$ cat src/rtl/vga_timing_gen.sv
// VGA raster timing: pixel-rate divider, line/frame counters, sync and visible-window decode,
// plus the frame and game-logic update strobes derived from the end of each frame.
module vga_timing_gen #(
    parameter int PIX_DIV     = 4,
    parameter int H_TOTAL     = 800,
    parameter int V_TOTAL     = 525,
    parameter int MOVE_FRAMES = 1
) (
    input  logic       clk,
    input  logic       Reset,
    output logic       pix_en,
    output logic [9:0] hCount,
    output logic [9:0] vCount,
    output logic       hSync,
    output logic       vSync,
    output logic       bright,
    output logic       frame_tick,
    output logic       move_tick,
    output logic [7:0] frame_count
);

    localparam int               DIV_W    = $clog2(PIX_DIV);
    localparam logic [DIV_W-1:0] DIV_LAST = DIV_W'(PIX_DIV - 1);
    localparam logic [9:0]       H_LAST   = 10'(H_TOTAL - 1);
    localparam logic [9:0]       V_LAST   = 10'(V_TOTAL - 1);
    localparam logic [7:0]       MV_LAST  = 8'(MOVE_FRAMES - 1);

    localparam logic [9:0] H_SYNC_END     = 10'd96;
    localparam logic [9:0] H_BRIGHT_FIRST = 10'd144;
    localparam logic [9:0] H_BRIGHT_LAST  = 10'd783;
    localparam logic [9:0] V_SYNC_END     = 10'd2;
    localparam logic [9:0] V_BRIGHT_FIRST = 10'd35;
    localparam logic [9:0] V_BRIGHT_LAST  = 10'd514;

    logic [DIV_W-1:0] div_cnt;
    logic [7:0]       mv_cnt;
    logic             lineEnd;
    logic             frameEnd;

    assign pix_en   = (div_cnt == DIV_LAST);
    assign lineEnd  = pix_en && (hCount == H_LAST);
    assign frameEnd = lineEnd && (vCount == V_LAST);

    // Sync and visible-window decode straight from the counters, so they never lag the position.
    always_comb begin
        hSync  = (hCount >= H_SYNC_END);
        vSync  = (vCount >= V_SYNC_END);
        bright = (hCount >= H_BRIGHT_FIRST) && (hCount <= H_BRIGHT_LAST) &&
                 (vCount >= V_BRIGHT_FIRST) && (vCount <= V_BRIGHT_LAST);
    end

    // Pixel divider and raster position; the position only moves on a pixel slot.
    always_ff @(posedge clk) begin
        if (Reset) begin
            div_cnt <= '0;
            hCount  <= '0;
            vCount  <= '0;
        end else begin
            div_cnt <= pix_en ? '0 : div_cnt + 1'b1;
            if (pix_en) begin
                hCount <= lineEnd ? '0 : hCount + 10'd1;
            end
            if (lineEnd) begin
                vCount <= (vCount == V_LAST) ? '0 : vCount + 10'd1;
            end
        end
    end

    // Frame-level strobes are registered off the frame-end slot, landing on position 0,0.
    always_ff @(posedge clk) begin
        if (Reset) begin
            frame_tick  <= 1'b0;
            move_tick   <= 1'b0;
            mv_cnt      <= '0;
            frame_count <= '0;
        end else begin
            frame_tick <= frameEnd;
            move_tick  <= 1'b0;
            if (frameEnd) begin
                frame_count <= frame_count + 8'd1;
                if (mv_cnt == MV_LAST) begin
                    mv_cnt    <= '0;
                    move_tick <= 1'b1;
                end else begin
                    mv_cnt <= mv_cnt + 8'd1;
                end
            end
        end
    end

endmodule
$ cat config.mk
export PLATFORM = sky130hd
export DESIGN_NAME = vga_timing_gen
export DESIGN_NICKNAME = d
export VERILOG_FILES = /design/src/rtl/vga_timing_gen.sv
export SDC_FILE = /design/constraint.sdc
export NUM_CORES = 1
export LEC_CHECK = 0
export BUFFER_PORTS_ARGS = -buffer_cell sky130_fd_sc_hd__buf_2
export CELL_PAD_IN_SITES_DETAIL_PLACEMENT = 1
export CELL_PAD_IN_SITES_GLOBAL_PLACEMENT = 1
export CORE_MARGIN = 1.5
export CORE_UTILIZATION = 40
export DETAILED_ROUTE_END_ITERATION = 10
export PLACE_DENSITY_LB_ADDON = 0.1
export SETUP_SLACK_MARGIN = 0.3
export SKIP_LAST_GASP = 1
export SLEW_MARGIN = 20
export SYNTH_ARGS = -nofsm -noshare
export SYNTH_HDL_FRONTEND = slang
export SYNTH_SLANG_ARGS = --single-unit
$ cat constraint.sdc
create_clock -name clk -period 2.2 [get_ports clk]
set_input_delay 0.11 -clock clk [delete_from_list [all_inputs] [get_ports clk]]
set_output_delay 0.11 -clock clk [all_outputs]
set_load 0.02 [all_outputs]
======== After elaboration in Yosys (flattened, before gate mapping) ========
Index checks and enable logic that the tools add are counted.
storage, ports and cells
  bits in registers ....................... 40
  input port bits ......................... 2
  output and inout bits ................... 34
  logic and storage cells ................. 34
operators by class
  add/sub/neg operators ................... 5
  magnitude comparators ................... 6
  equality and inequality tests ........... 3
  multiplexer cells ....................... 4
  bitwise operators ....................... 1
  reduce and logical (&&, ||, !) cells .... 8
operators by type and width
  kind                     number
  $add A10 B1 Y10 const B  2
  $eq A10 B10 Y1 const B   2
  $le A10 B10 Y1 const B   2
  $mux W10                 2
  $add A8 B1 Y8 const B    2
  $ge A10 B2 Y1 const B    1
  $ge A10 B6 Y1 const B    1
  $ge A10 B7 Y1 const B    1
  $ge A10 B8 Y1 const B    1
  $logic_not A8 Y1         1
  $mux W8                  1
  $logic_and A1 B1 Y1      5
  $reduce_or A2 Y1         2
  $add A2 B1 Y2 const B    1
  $eq A2 B2 Y1 const B     1
  $mux W1                  1
  $not A1 Y1               1

======== Depth between registers and ports, before layout ========
Gate-level depths: netlist of the first run.
  depth in word-level cells ............... 5
  gate-level depth with buffers ........... 9
  gate-level depth less buffers ........... 7

======== Worst setup path after synthesis of the first run ========
OpenSTA, ideal clock, no wires.
  path type ............................... register to register
  start point ............................. register div_cnt[0]
  end point ............................... register frame_count[7]
  setup time .............................. 0.123 ns
  arrival ................................. 2.031 ns
  required time ........................... 2.077 ns
  slack ................................... 0.045 ns
  stages on the path, launching flop included .. 9
  path buffers ............................ 2
  period minus slack after synthesis ...... 2.155 ns
  cell sequence ........................... dfxtp_1 ha_1 buf_2 and4_1 and4_1 buf_2 nand4_1 nor3_1 mux2_1
on the way
  longest elaborated chain between the ends .. 3
RTL lines
  item                      line  text
  start: declaration        35    logic [DIV_W-1:0] div_cnt;
  start signal: assignment  59    div_cnt <= pix_en ? '0 : div_cnt + 1'b1;
  $eq A2 B2 Y1              40    assign pix_en = (div_cnt == DIV_LAST);
  named net pix_en          11    output logic pix_en,
  $logic_and A1 B1 Y1       41    assign lineEnd = pix_en && (hCount == H_LAST);
  $logic_and A1 B1 Y1       42    assign frameEnd = lineEnd && (vCount == V_LAST);
  end signal: assignment    80    frame_count <= frame_count + 8'd1;
  end: declaration          19    output logic [7:0] frame_count
The timed path passes the listed nets, and every way through them passes these cells.
A chain may end at the register's enable or synchronous reset.

======== Worst setup path after layout of the first run ========
  start point ............................. register vCount[7]
  end point ............................... output port bright
on the way
  longest elaborated chain between the ends .. 3
  elaborated cells on any way between the ends .. 4
  those cells by class .................... order compare: 2; reduce/logical: 2
RTL lines
  item                      line  text
  start: declaration        13    output logic [9:0] vCount,
  start signal: assignment  64    vCount <= (vCount == V_LAST) ? '0 : vCount + 10'd1;
  $ge A10 B6 Y1             49    (vCount >= V_BRIGHT_FIRST) && (vCount <= V_BRIGHT_LAST);
  $logic_and A1 B1 Y1       48    bright = (hCount >= H_BRIGHT_FIRST) && (hCount <= H_BRIGHT_LAST) &&
  $logic_and A1 B1 Y1 *     49
  end: declaration          16    output logic bright,
Mark *: on every way between the ends. The rest lies on a longest branch, timed or not.

==> results of run 1 <==
[through the flow]
step | setup TNS, ns | hold slack, ns | total power [mW] | area [um2]
2_1_floorplan | 0 | 0.4396 | 0.7819 | 2016
3_3_place_gp | 0 | 0.4626 | 0.7906 | 2253
3_5_place_dp | 0 | 0.4778 | 0.7917 | 2253
4_1_cts | -0.06488 | 0.2878 | 1.326 | 2475
5_1_grt | -0.1003 | 0.3364 | 1.368 | 2564
6_report | -0.002670 | 0.2976 | 1.309 | 2564
[cells in the final DEF (no fill, tap or decap), types with 5 or more instances in the layout]
cell type,count
clkbuf_8,7
nand2_1,15
buf_6,5
dfxtp_1,33
inv_1,8
nor2_1,29
nor3_1,6
a21oi_1,8
and3_1,5
buf_4,12
buf_2,34
dfxtp_2,6
ha_1,7
nand4_1,10
nand3_1,12
xor2_1,15
xnor2_1,6
[sequential cells by signal, indices dropped and copies added (netlist names)]
| name | count |
|---|---|
| hCount | 10 |
| vCount | 10 |
| frame_count | 8 |
| mv_cnt | 8 |
| div_cnt | 2 |
| frame_tick | 1 |
| move_tick | 1 |
[timing repair]
| item | 4_1_cts | 5_1_grt |
|---|---|---|
| cloned | 0 | 0 |
| setup buffers | 6 | 4 |
| endpoints found under the setup margin | 24 | 26 |
| resized for setup | 17 | 12 |
| pin swaps | 15 | 8 |
[kinds of logic (layout without fill, tap and decap cells)]
family / after synthesis / after routing / synth area share, %
AOI/OAI and AO/OA: 25 / 25 / 8.602
buffers and inverters: 20 / 66 / 4.428
adders and majority gates: 9 / 9 / 5.693
DFF: 40 / 40 / 40.48
and+or+nand+nor: 107 / 107 / 29.98
xor gates and xnor gates: 22 / 22 / 9.741
muxes: 2 / 2 / 1.075
[worst paths after layout]
check / startpoint / cells after the start / slack [ns] / end
worst max-delay path: vCount[7] / 6 / -0.003 / bright
worst max register to register: vCount[7] / 7 / 0.09 / frame_count[5]
worst min-delay path: Reset / 2 / 0.30 / frame_count[2]
worst min register to register: mv_cnt[0] / 2 / 0.50 / mv_cnt[0]
[per-layer routing]
| layer | share of wire [%] | up-vias |
|---|---|---|
| li1 | - | 881 |
| met1 | 47 | 855 |
| met2 | 49 | 32 |
| met3 | 3.3 | 5 |
| met4 | 0.88 | 0 |
| met5 | 0 | - |
[layout make-up]
class                      instances  area share [%]
clock buffer                       7           3.758
inverter                           8           1.171
multi-input combinational        165           47.78
sequential                        40           31.67
tap                               67           3.270
timing repair buffer              51           12.35
[cells in the mapped netlist, drive strengths merged, types with 5 or more instances]
library cell	instances	area, um2
xor2	15	131.4
ha	9	112.6
xnor2	7	61.31
nand2	17	63.81
clkbuf	5	18.77
nand3	13	65.06
buf	7	38.79
nor3	8	40.04
or3	5	36.28
and3	5	31.28
a21oi	11	55.05
dfxtp	40	800.8
nor2	30	120.1
nand4	11	75.07
inv	8	30.03
[where the power goes]
group / switching (mW) / total, mW / internal, mW / leakage (nW)
combinational: 0.0266 / 0.0404 / 0.0138 / 0.720
clock: 0.253 / 0.533 / 0.280 / 0.0503
sequential: 0.00701 / 0.736 / 0.729 / 0.326
[worst reg2reg max path, stage by stage (launching register included)]
cell and delay (ns):
dfxtp_2 0.34, or3_4 0.39, buf_4 0.14, buf_6 0.12
nor4_4 0.25, nand4_1 0.25, or3_1 0.40, a21oi_1 0.15
==> run_results.csv, run 1 <==
group,metric,value,unit
floorplan,io_pins,36,
global_route,grt.met1_usage,26.66,%
cts,htreeDepth,2,
setup_path,cpMostUsedCell,"or3_4",
power_and_ir_drop,power.density,510.5,mW/mm2
synthesis,ys_seq_area_share,40.48,%
setup_path,cp_slowest_cell,"or3_4",
timing,finalSetupViolCount,1,
layout,fillers,590,
floorplan,chipWidth,73.33,um
cts,cts_buffer_depth,2,
job,maxCapViolCount,0,
layout,nNetsFinal,282,
cts,root_buffer,"clkbuf_8",
layout,layout.cells.non_filler,338,
global_route,track_usage,19.98,%
drt,firstDrtPassIters,4,
drt,drt_iter0_drc,89,
setup_path,cp-end-kind,"output pin",
floorplan,coreArea,0.004755,mm2
drt,vias,1773,
floorplan,start_util,41.61,%
timing,hold_viol_final,0,
layout,multi_input_area,0.001225,mm2
min_path,min_path_type,"in -> reg",
global_route,grt.busiest_layer,"met2",
place,port_buffers,35,
setup_path,worstSetupPathType,"reg -> out",
global_route,grt_pass1_wl,8273,um
synthesis,ys_ff_latch,40,
setup_path,critPathMaxStageDelay,0.39,ns
global_route,antenna_found_initial,0,
outcome,failed_checks,"setup timing",
cts,path_clk_slew,0.08,ns
layout,area_delta_synth_final,29.60,%
cts,cts_inserted_buffers,5,
global_route,grt-ovfl-total,0,
drt,drc,0,
synthesis,synthesis.nets,236,
drt,vias_per_cell,5.246,
timing,max_slew_margin,61.11,%
timing,drv_slew,0,
timing,worstMarginPinSlew,0.5833,ns
cts,postCtsHoldBufs,0,
setup_path,cp_cell_sequence,"or3_4 -> or3_4 -> o41ai_4 -> o31ai_2 -> a311oi_2 -> buf_4",
timing,rsz0062_at_grt,"yes",
global_route,met2_usage,32.53,%
timing,period_share,100.1,%
place,dpl.hpwl,3446,um
drt,routed_wl,5120,um
synthesis,synth_edf_count,0,
cts,clock_latency,0.29,ns
synthesis,synth_cells,225,
place,routabilityCongestion,0.7657,
cts,cts.sinks,40,
place,dp_slack,0.1498,ns
setup_path,path_buf_inv,1,
synthesis,yosys_most_used_dff,"dfxtp_1",
synthesis,async_flop_share,0,%
global_route,met3_usage,4.115,%
floorplan,dieHeight,73.33,um
layout,final_util,53.92,%
setup_path,arrival,2.09,ns
timing,clock.fmax,454.0,MHz
setup_path,required,2.09,ns
place,placed_cells,321,
timing,finClkSkew,0.005072,ns
timing,fin_ws,-0.002670,ns
setup_path,path_delay_family,"simple AND/OR/NAND/NOR gates",
timing,final.min_clock_period,2.203,ns
global_route,grt_pass1_vias,1670,
synthesis,postSynthAreaPerCell,8.792,um2
layout,diodes,0,
layout,seqCellArea,812.0,um2
drt,drtAntennaViolNets,0,
drt,wl_per_cell,15.15,um
power_and_ir_drop,power_leakage,1.097,nW
floorplan,dieArea,0.005377,mm2
synthesis,ys_warn_count,0,
outcome,outcome,"finished, violations left",
power_and_ir_drop,ir_drop,317.3,uV
setup_path,critPathMaxFanout,4,
setup_path,start_kind,"flip-flop",
synthesis,ys_types,44,
global_route,grt_max_degree,30,
floorplan,placementRows,25,
synthesis,syn_area,0.001978,mm2
cts,cts_tree,"done",
layout,drive_above_1_share,33.58,%
No activity file was read; power rests on OpenSTA's default activity.
==> run 2: changes to the inputs <==
CAP_MARGIN = 20   (was not set)
CTS_BUF_LIST = sky130_fd_sc_hd__clkbuf_8   (was not set)
PLACE_DENSITY = 0.78   (was not set)
PLACE_DENSITY_LB_ADDON = not set   (was 0.1)
==> run_results.csv, run 2 (same netlist as run 1, synthesis figures left out) <==
group,metric,value,unit
drt,vias,1801,
timing,hold_viol_final,0,
cts,cts_tree,"done",
global_route,grt_pass1_vias,1869,
setup_path,cp_cell_sequence,"or3_4 -> or3_4 -> o41ai_4 -> o31ai_2 -> a311oi_2 -> buf_4",
layout,drive_above_1_share,34.20,%
cts,cts_buffer_depth,2,
min_path,min_path_type,"in -> reg",
setup_path,worstSetupPathType,"reg -> out",
drt,drc,0,
layout,reg_top3,"hCount x10, vCount x10",
cts,cts_inserted_buffers,5,
global_route,grt.busiest_layer,"met2",
layout,nNetsFinal,279,
timing,drv_slew,0,
setup_path,critPathMaxFanout,5,
cts,path_clk_slew,0.08,ns
power_and_ir_drop,p_seq_share,45.5,%
timing,rsz0062_at_grt,"yes",
setup_path,arrival,2.15,ns
floorplan,start_util,41.61,%
layout,final_common_cell,"buf_2",
layout,diodes,0,
global_route,met3_usage,4.664,%
cts,root_buffer,"clkbuf_8",
floorplan,dieArea,0.005377,mm2
drt,drtAntennaViolNets,0,
layout,area_delta_synth_final,32.64,%
timing,final.min_clock_period,2.262,ns
floorplan,chipWidth,73.33,um
drt,firstDrtPassIters,4,
floorplan,placementRows,25,
cts,clock_latency,0.30,ns
timing,period_share,102.8,%
drt,drt_iter0_drc,106,
power_and_ir_drop,swShare,18.87,%
power_and_ir_drop,power.share.clock,51.9,%
outcome,failed_checks,"setup timing",
cts,htreeDepth,2,
floorplan,io_pins,36,
power_and_ir_drop,power.density,615.5,mW/mm2
floorplan,coreArea,0.004755,mm2
global_route,grt_max_degree,30,
layout,layout.cells.non_filler,336,
layout,final_util,55.18,%
layout,finalInstanceArea,0.002624,mm2
timing,finalSetupTns,-0.06200,ns
layout,final_cell_mix,"buf_2, dfxtp_1, nor2_1",
power_and_ir_drop,p_int,1.310,mW
timing,worstMarginPinSlew,0.6080,ns
floorplan,dieHeight,73.33,um
setup_path,start_kind,"flip-flop",
global_route,track_usage,22.82,%
global_route,grt.met1_usage,27.92,%
setup_path,required,2.09,ns
outcome,outcome,"finished, violations left",
place,port_buffers,35,
power_and_ir_drop,ir_drop,398.6,uV
timing,fin_ws,-0.06200,ns
place,routabilityCongestion,0.7709,
drt,wl_per_cell,16.76,um
timing,finClkSkew,0.005332,ns
setup_path,cpMostUsedCell,"or3_4",
place,placed_cells,321,
place,dpl.hpwl,3384,um
global_route,grt-ovfl-total,0,
power_and_ir_drop,power_switching,0.3047,mW
timing,clock.fmax,442.1,MHz
power_and_ir_drop,p_comb_share,2.6,%
place,postPlaceCellArea,0.002253,mm2
setup_path,cp_slowest_cell,"or3_4",
timing,max_slew_margin,59.47,%
drt,vias_per_cell,5.360,
setup_path,critPathMaxStageDelay,0.39,ns
cts,cts.sinks,40,
global_route,antenna_found_initial,0,
setup_path,cp-end-kind,"output pin",
timing,finalSetupViolCount,1,
job,maxCapViolCount,0,
drt,routed_wl,5632,um
cts,postCtsHoldBufs,0,
power_and_ir_drop,power_leakage,1.115,nW
global_route,met2_usage,39.80,%
global_route,grt_pass1_wl,9273,um
-- run 2: routing by layer --
| layer | wire length [um] | vias up |
|---|---|---|
| met5 | 0 | - |
| met4 | 91 | 0 |
| met3 | 214 | 8 |
| met2 | 2812 | 45 |
| met1 | 2513 | 875 |
| li1 | - | 873 |
-- run 2: through the flow --
step / worst slack, ns / power (mW) / hold slack, ns
2_1_floorplan: 0.2423 / 0.7819 / 0.4396
3_3_place_gp: 0.2467 / 0.7902 / 0.4691
3_5_place_dp: 0.2051 / 0.7941 / 0.4721
4_1_cts: -0.03707 / 1.627 / 0.2599
5_1_grt: -0.1449 / 1.643 / 0.3245
6_report: -0.06200 / 1.615 / 0.2961
-- run 2: timing repair --
action                                  4_1_cts  5_1_grt
endpoints found under the setup margin       22       27
gates resized for setup                      19       13
pin swaps                                    13        7
buffers inserted                              6        1
-- run 2: cell type report --
type | instances | area [um2]
clock buffer | 5 | 68.82
clock inverter | 3 | 90.09
fill | 571 | 2131
inverter | 8 | 30.03
multi-input combinational | 165 | 1231
sequential | 40 | 814.5
tap | 67 | 83.83
timing repair buffer | 48 | 305.3
-- run 2: power by group through the flow --
stage | Clock [mW] | Sequential, mW | Combinational (mW)
2_1_floorplan | 0 | 0.753 | 0.0289
3_3_place_gp | 0 | 0.752 | 0.0383
3_5_place_dp | 0 | 0.753 | 0.0415
4_1_cts | 0.850 | 0.735 | 0.0417
5_1_grt | 0.859 | 0.736 | 0.0476
6_report | 0.838 | 0.736 | 0.0414
-- run 2: final timing paths --
| kind | start | endpoint | slack, ns | depth (start not counted) |
|---|---|---|---|---|
| setup / recovery | vCount[6] | bright | -0.06 | 6 |
| hold / removal | Reset | hCount[2] | 0.30 | 2 |
| setup reg to reg | vCount[6] | mv_cnt[3] | 0.08 | 7 |
| hold reg to reg | div_cnt[0] | div_cnt[0] | 0.48 | 1 |
-- run 2: worst max-delay path: cells and delay by family, from the launching register on --
kind / cells / cell delay [ns]
AND/OR/NAND/NOR: 2 / 0.74
flip-flops: 1 / 0.37
AO/OA/AOI/OAI: 3 / 0.56
buffers and inverters: 1 / 0.18
==> run 3: changes to the inputs <==
CORE_UTILIZATION = 39   (was 40)
PLACE_DENSITY = 0.79   (was 0.78)
TNS_END_PERCENT = 5   (was not set)
clock period = 1.95 ns   (was 2.2 ns; I/O delays follow)
==> run_results.csv, run 3 (same netlist as run 1, synthesis figures left out) <==
group,metric,value,unit
global_route,grt_pass1_vias,1722,
setup_path,critPathMaxStageDelay,0.41,ns
timing,rsz0062_at_grt,"yes",
layout,reg_top3,"hCount x10, vCount x10",
floorplan,start_util,41.06,%
timing,finalSetupViolCount,3,
drt,vias_per_cell,5.089,
setup_path,cp_slowest_cell,"or3_4",
layout,multi_input_area,0.001125,mm2
power_and_ir_drop,power_leakage,1.080,nW
timing,finalSetupTns,-0.4916,ns
cts,clock_latency,0.29,ns
floorplan,placementRows,25,
timing,whs,0.1226,ns
global_route,grt_pass1_wl,8114,um
timing,fin_ws,-0.2688,ns
timing,drv_slew,0,
timing,finClkSkew,0.005577,ns
timing,period_share,113.8,%
global_route,grt_max_degree,18,
layout,finalInstanceArea,0.002492,mm2
timing,final.min_clock_period,2.219,ns
cts,cts_tree,"done",
power_and_ir_drop,ir_drop,448.2,uV
setup_path,arrival,2.12,ns
setup_path,cp-end-kind,"output pin",
drt,drt_iter0_drc,65,
layout,seqCellArea,810.8,um2
setup_path,critPathMaxFanout,4,
drt,drtAntennaViolNets,0,
global_route,track_usage,19.45,%
cts,post_cts_buffers,0,
drt,wl_per_cell,14.08,um
layout,drive_above_1_share,30.71,%
min_path,min_path_type,"in -> reg",
timing,worstMarginPinSlew,0.4137,ns
drt,firstDrtPassIters,2,
layout,fillers,616,
drt,drc,0,
setup_path,cp_cell_sequence,"or3_4 -> or3_1 -> o41ai_2 -> o31ai_1 -> a311oi_2 -> buf_4",
cts,root_buffer,"clkbuf_8",
power_and_ir_drop,power.total,1.394,mW
cts,cts_inserted_buffers,5,
floorplan,coreArea,0.004817,mm2
setup_path,start_kind,"flip-flop",
place,routabilityCongestion,0.7966,
timing,max_slew_margin,72.32,%
setup_path,path_buf_inv,1,
floorplan,dieArea,0.005509,mm2
drt,vias,1766,
place,postPlaceCellArea,0.002405,mm2
floorplan,dieHeight,74.22,um
outcome,failed_checks,"setup timing",
cts,cts.sinks,40,
cts,path_clk_slew,0.07,ns
setup_path,required,1.85,ns
floorplan,io_pins,36,
power_and_ir_drop,power.density,559.4,mW/mm2
setup_path,worstSetupPathType,"reg -> out",
drt,routed_wl,4887,um
global_route,grt-ovfl-total,0,
outcome,outcome,"finished, violations left",
layout,final_cell_mix,"buf_2, dfxtp_1, nor2_1",
layout,area_delta_synth_final,26.00,%
layout,nNetsFinal,291,
job,maxCapViolCount,0,
timing,hold_viol_final,0,
layout,final_util,51.74,%
layout,final_common_cell,"buf_2",
layout,diodes,0,
timing,clock.fmax,450.7,MHz
floorplan,chipWidth,74.22,um
setup_path,path_delay_family,"simple AND/OR/NAND/NOR gates",
cts,htreeDepth,2,
place,dpl.hpwl,3670,um
place,port_buffers,35,
global_route,antenna_found_initial,0,
cts,cts_buffer_depth,2,
-- run 3: cell types whose count changed in the layout (fill, tap and decap cells not counted), moves of 2 or more --
cell / before / now
buf_4: 10 / 26
inv_1: 7 / 9
nor4_2: 0 / 3
a21oi_1: 7 / 11
bufinv_16: 3 / 0
nor4_4: 3 / 0
a21oi_2: 4 / 0
nor3_2: 2 / 0
buf_6: 4 / 0
nor3_1: 5 / 8
-- run 3: layer usage --
layer / vias to the layer above / part of all wire [%] / track usage [%]
li1: 892 / - / -
met1: 850 / 46 / 23.79
met2: 19 / 51 / 33.63
met3: 5 / 2.6 / 5.285
met4: 0 / 1.1 / 5.455
met5: - / 0 / 0
-- run 3: per-stage QoR --
step,cells,setup slack (ns)
floorplan,225,0.03446
global placement,340,0.05459
detailed placement,340,0.006903
CTS,347,-0.2491
global route,347,-0.3687
finish,347,-0.2688
-- run 3: cell type report --
cell class                      count  share of cell area [%]
Inverter                            8                   1.205
Timing Repair Buffer               60                   14.66
Sequential cell                    40                   32.53
Multi-Input combinational cell    165                   45.13
Tap cell                           67                   3.363
Clock inverter                      2                  0.3514
Clock buffer                        5                   2.761
-- run 3: power breakdown --
| part | switching (mW) | internal [mW] | total [mW] |
|---|---|---|---|
| logic | 0.0309 | 0.0186 | 0.0495 |
| registers | 0.00541 | 0.824 | 0.830 |
| clock network | 0.277 | 0.238 | 0.515 |
-- run 3: worst paths after layout --
path / from / end / slack [ns] / cells after the start
setup / recovery: vCount[6] / bright / -0.27 / 6
hold / removal: Reset / frame_count[4] / 0.12 / 2
setup reg to reg: vCount[0] / mv_cnt[2] / -0.02 / 7
hold reg to reg: div_cnt[0] / div_cnt[0] / 0.43 / 1
-- run 3: repair_timing --
action                                  CTS  global route
resized for setup                         2             0
endpoints found under the setup margin   26            34
hold buffers                              0             0
-- run 3: worst register-to-register path, stage by stage (launching register included) --
cell	delay [ns]
dfxtp_2	0.32
inv_1	0.09
ha_1	0.16
nand4_1	0.13
or4_4	0.56
nor2_4	0.23
a31oi_1	0.14
a311oi_2	0.25
